File: src/rtl/load_use_hazard_ctrl.sv
// load_use_hazard_ctrl
//
// Load-use hazard controller that sits beside the decode stage of the
// in-order pipeline. It keeps a shadow record of the destination registers
// in flight (index 0 = EX, index i = MEMi). It freezes fetch/decode while a
// decode source operand depends on a result that cannot be forwarded yet.
//
// Ports:
//   clk, reset      clock, synchronous active-high reset
//   dec_valid       decode holds a valid instruction
//   rs1_dec/rs2_dec decode source registers, qualified by rs1_used/rs2_used
//   rd_dec          decode destination, written when rd_wen_dec is set
//   is_load_dec     decode instruction is a load
//   flush           kill the decode instruction (redirect); beats stall
//   hold            global freeze; the tracker and stall_run do not advance
//   clr_cnt         clear stall_total (wins over an increment)
//   stall           combinational: freeze PC and IF/ID, bubble into EX
//   bubble_ins      registered: a bubble entered EX on the last edge
//   stall_run       consecutive stall cycles, saturating
//   stall_total     total stall cycles, saturating
//   err             sticky watchdog flag, set when stall_run hits MAX_STALL
module load_use_hazard_ctrl #(
  parameter int REG_AW     = 5,
  parameter int MEM_STAGES = 2,
  parameter int FWD_EN     = 1,
  parameter int CNT_W      = 16,
  parameter int RUN_W      = 3,
  parameter int MAX_STALL  = 4
) (
  input  logic              clk,
  input  logic              reset,
  input  logic              dec_valid,
  input  logic [REG_AW-1:0] rs1_dec,
  input  logic [REG_AW-1:0] rs2_dec,
  input  logic              rs1_used,
  input  logic              rs2_used,
  input  logic [REG_AW-1:0] rd_dec,
  input  logic              rd_wen_dec,
  input  logic              is_load_dec,
  input  logic              flush,
  input  logic              hold,
  input  logic              clr_cnt,
  output logic              stall,
  output logic              bubble_ins,
  output logic [RUN_W-1:0]  stall_run,
  output logic [CNT_W-1:0]  stall_total,
  output logic              err
);

  function automatic logic [RUN_W-1:0] sat_inc_run(input logic [RUN_W-1:0] v);
    return (&v) ? v : v + RUN_W'(1);
  endfunction

  function automatic logic [CNT_W-1:0] sat_inc_cnt(input logic [CNT_W-1:0] v);
    return (&v) ? v : v + CNT_W'(1);
  endfunction

  // Tracker: one entry per downstream stage, index 0 = EX.
  logic [MEM_STAGES-1:0] trk_v;
  logic [MEM_STAGES-1:0] trk_ld;
  logic [REG_AW-1:0]     trk_rd [MEM_STAGES];

  logic [MEM_STAGES-1:0] hit;
  logic                  hazard;
  logic                  wr0;

  // Decode-stage compare against every tracked writer.
  always_comb begin
    hit = '0;
    for (int i = 0; i < MEM_STAGES; i++) begin
      // x0 never carries a dependency; with forwarding only loads are late.
      if (trk_v[i] && (trk_rd[i] != '0) && (trk_ld[i] || (FWD_EN == 0)) &&
          ((rs1_used && (rs1_dec == trk_rd[i])) ||
           (rs2_used && (rs2_dec == trk_rd[i])))) begin
        hit[i] = 1'b1;
      end
    end
  end

  assign hazard = dec_valid & (|hit);
  // Flush wins: a killed instruction has no operands to wait for.
  assign stall  = hazard & ~flush & ~reset;
  // Only an instruction actually leaving decode becomes a tracked writer.
  assign wr0    = dec_valid & ~stall & ~flush & rd_wen_dec;

  // EX/MEM boundary: control state and counters.
  always_ff @(posedge clk) begin
    if (reset) begin
      trk_v       <= '0;
      bubble_ins  <= 1'b0;
      stall_run   <= '0;
      stall_total <= '0;
      err         <= 1'b0;
    end else begin
      if (!hold) begin
        trk_v[0] <= wr0;
        for (int i = 1; i < MEM_STAGES; i++) begin
          trk_v[i] <= trk_v[i-1];
        end
        bubble_ins <= stall | (dec_valid & flush);
        stall_run  <= stall ? sat_inc_run(stall_run) : '0;
      end
      if (clr_cnt) begin
        stall_total <= '0;
      end else if (stall && !hold) begin
        stall_total <= sat_inc_cnt(stall_total);
      end
      err <= err | (stall_run == RUN_W'(MAX_STALL));
    end
  end

  // EX/MEM boundary: tracked destination and load flag travel with trk_v.
  always_ff @(posedge clk) begin
    if (!hold) begin
      trk_rd[0] <= wr0 ? rd_dec : '0;
      trk_ld[0] <= wr0 & is_load_dec;
      for (int i = 1; i < MEM_STAGES; i++) begin
        trk_rd[i] <= trk_rd[i-1];
        trk_ld[i] <= trk_ld[i-1];
      end
    end
  end

endmodule

File: config.mk
export PLATFORM = sky130hd
export DESIGN_NAME = load_use_hazard_ctrl
export DESIGN_NICKNAME = d
export VERILOG_FILES = /design/src/rtl/load_use_hazard_ctrl.sv
export SDC_FILE = /design/constraint.sdc
export NUM_CORES = 1
export LEC_CHECK = 0
export ABC_AREA = 1
export ABC_CLOCK_PERIOD_IN_PS = 4580
export CORE_MARGIN = 5
export CORE_UTILIZATION = 54
export CTS_CLUSTER_DIAMETER = 200
export DETAILED_ROUTE_END_ITERATION = 7
export PLACE_DENSITY_LB_ADDON = 0.12
export SYNTH_ARGS = -nofsm -noshare
export SYNTH_HDL_FRONTEND = slang
export SYNTH_SLANG_ARGS = --single-unit
File: constraint.sdc
create_clock -name clk -period 4.58 [get_ports clk]
set_input_delay 0.687 -clock clk [delete_from_list [all_inputs] [get_ports clk]]
set_output_delay 0.687 -clock clk [all_outputs]
set_load 0.05 [all_outputs]
==> summary.md <==
| Metric | Value |
|---|---|
| Die Height | `72.3 um` |
| Worst min-delay path class | `reg2reg` |
| Number of global-route vias before repair | `1,918` |
| Number of port buffers | `46` |
| GRT Total Usage | `19.4%` |
| IO Count | `47` |
| Clock transition at the registers of the reported paths | `70 ps` |
| Critical Path Start Type | `primary input` |
| Post-route DRC violation count | `0` |
| Worst-Skew Late Latency | `280 ps` |
| Sw frac | `24.7%` |
| Ant. Diodes | `0` |
| Die area | `0.00523 mm2` |
| Cell with the most instances on the worst path | `nand2_1` |
| First-pass GRT wire length | `8120 um` |
| CP required | `3890 ps` |
| Clk buf depth | `2` |
| Routability congestion estimate | `0.810` |
| Nets | `385` |
| Vias | `2,020` |
| CP Class | `in2out` |
| DRT iter0 DRCs | `119` |
| RSZ-0062 raised after global routing | `false` |
| Mapped Nets | `334` |
| Slew @ Worst Pin | `1040 ps` |
| Grt total ovfl | `0` |
| Netlist cell types | `28` |
| Die width | `72.3 um` |
| Maximum fanout along the worst path | `5` |
| Mapped Avg Cell Area | `6.87 um2` |
| VDD IR max | `163 uV` |
| Worst path slowest cell | `clkdlybuf4s50_1` |
| Util after Layout | `71.9%` |
| Result of the run | `finished, final reports clean` |
| Placed Area | `0.00259 mm2` |
| Fin crit period | `3470 ps` |
| Num CTS Buffers | `5` |
| Pwr/cell area | `233 mW/mm2` |
| Final setup fails | `0` |
| Initial core utilization | `56.4%` |
| CTS sink count | `35` |
| CP max stage delay | `790 ps` |
| Int Power | `0.000469 W` |
| YS warnings | `0` |
| CTS resizes | `0` |
| Number of setup buffers added after CTS | `0` |
| Reg power frac | `54.4%` |
| DR WL/cell | `11.9 um` |
| Switching power | `0.000154 W` |
| Root buf cell | `clkbuf_8` |
| Initial antenna violation count | `0` |
| Post-Syn Instances | `305` |
| Most common cell after layout, fill and taps aside | `nand2_1` |
| R2R Setup Slk | `2600 ps` |
| Layout cell share with drive strength beyond 1 | `9.80%` |
| Clk pwr share | `33.6%` |
| Routed Antenna Nets | `0` |
| Max Fclk | `288 MHz` |
| Most frequent cells in the layout | `nand2_1, nor2_1, clkdlybuf4s50_1, inv_1, nand3_1` |
| Setup TNS Final | `0 ps` |
| Seq cells post-synth | `35` |
| Final instance area | `0.00267 mm2` |
| FP Rows | `22` |
| Pin count of the biggest net entering global routing | `21` |
| Mapped Area | `0.00210 mm2` |
| Final hold viol count | `0` |
| Combinational power share | `12.0%` |
| Clock skew | `1.94 ps` |
| P&R area growth vs syn | `27.5%` |
| CORE AREA | `0.00372 mm2` |
| Critical-path cell list | `clkdlybuf4s50_1 > inv_1 > nand2_1 > nand2_1 > nor2_1 > nand3_1 > nand2_1 > nand2_2 > nand2_4 > nand2_1 > inv_1 > clkdlybuf4s50_1` |
| CTS Hold Bufs | `0` |
| Worst rel slew slack | `30.3%` |
| Post-DP HPWL | `3660 um` |
| CTS HTree Levels | `2` |
| Seq/Total Area, Yosys | `39.2%` |
| Tot Pwr | `0.000622 W` |
| WL final | `4830 um` |
| Lkg Pwr | `1.20 nW` |
| Total of max-cap violations | `0` |
| Kind of end point of the critical path | `output port` |
| DRT Pass-1 Iters | `4` |
| CTS tree | `done` |
| Final period util | `75.8%` |
| Fin. max-slew vios | `0` |
| Avg Vias per Cell | `4.99` |
| Arrival time at the worst endpoint | `2780 ps` |
## cell families after synthesis
group,synth area share (%)
fa+ha+maj,2.39
flops,39.2
simple gates,39.6
buf+inv,10.3
compound gates,8.48
## state kept, by name, summed over array words and instances (netlist names)
register / cells
err: 1
trk_ld: 2
bubble_ins: 1
stall_total: 16
stall_run: 3
trk_v: 2
trk_rd: 10
## layer usage
layer	share of wire, %	vias up	track usage [%]
li1	-	1062	-
met2	52	45	34.8
met1	42	907	22.9
met5	0	-	0
met4	0.91	0	6.26
met3	5.2	6	4.16
## metrics by stage
stage | hold slack, ps | std cells | setup slack (ps)
after floorplan | 427 | 305 | 2300
after global placement | 437 | 397 | 1110
after detailed placement | 437 | 397 | 1120
after CTS | 456 | 405 | 1110
after global routing | 478 | 405 | 966
final | 454 | 405 | 1110
## area by class of cell
class	instances	area (um2)
clock buffers	6	72.6
clock inverters	2	7.51
fillers	325	1040
inverters	51	193
multi-input cells	217	1060
flip-flops and latches	35	821
well taps	48	60.1
repair buffers	46	460
## critical path, delay by kind of cell
| kind | cells | cell delay (ps) |
|---|---|---|
| simple gates | 8 | 640 |
| buf+inv | 4 | 1430 |
## synthesized netlist by cell type (all sizes together)
cell type | n | area share (%)
nand3 | 30 | 8.0
a21oi | 20 | 6.6
nor2 | 56 | 11
ha | 4 | 2.4
inv | 49 | 8.8
nor3b | 1 | 0.90
nand2 | 90 | 17
edfxtp | 12 | 17
nor3 | 3 | 1.3
nor4 | 1 | 0.30
clkinv | 2 | 0.42
buf | 1 | 0.96
nand4 | 4 | 1.2
o21ai | 8 | 1.9
dfxtp | 23 | 22
clkbuf | 1 | 0.18
## power by group through the flow
stage / logic [W] / clock network, W / registers, W
after global placement: 0.0000740 / 0 / 0.000345
final: 0.0000748 / 0.000209 / 0.000338
after floorplan: 0.0000387 / 0 / 0.000345
after detailed placement: 0.0000749 / 0 / 0.000345
after global routing: 0.0000840 / 0.000231 / 0.000339
after CTS: 0.0000753 / 0.000218 / 0.000338
## final timing paths
| kind | from | end | cells past startpoint |
|---|---|---|---|
| min | trk_ld[0] | trk_ld[1] | 0 |
| max reg2reg | stall_total[0] | stall_total[1] | 10 |
| max | rs1_dec[3] | stall | 12 |
| min reg2reg | trk_ld[0] | trk_ld[1] | 0 |
Note: power is estimated with default switching activity, not from simulation.
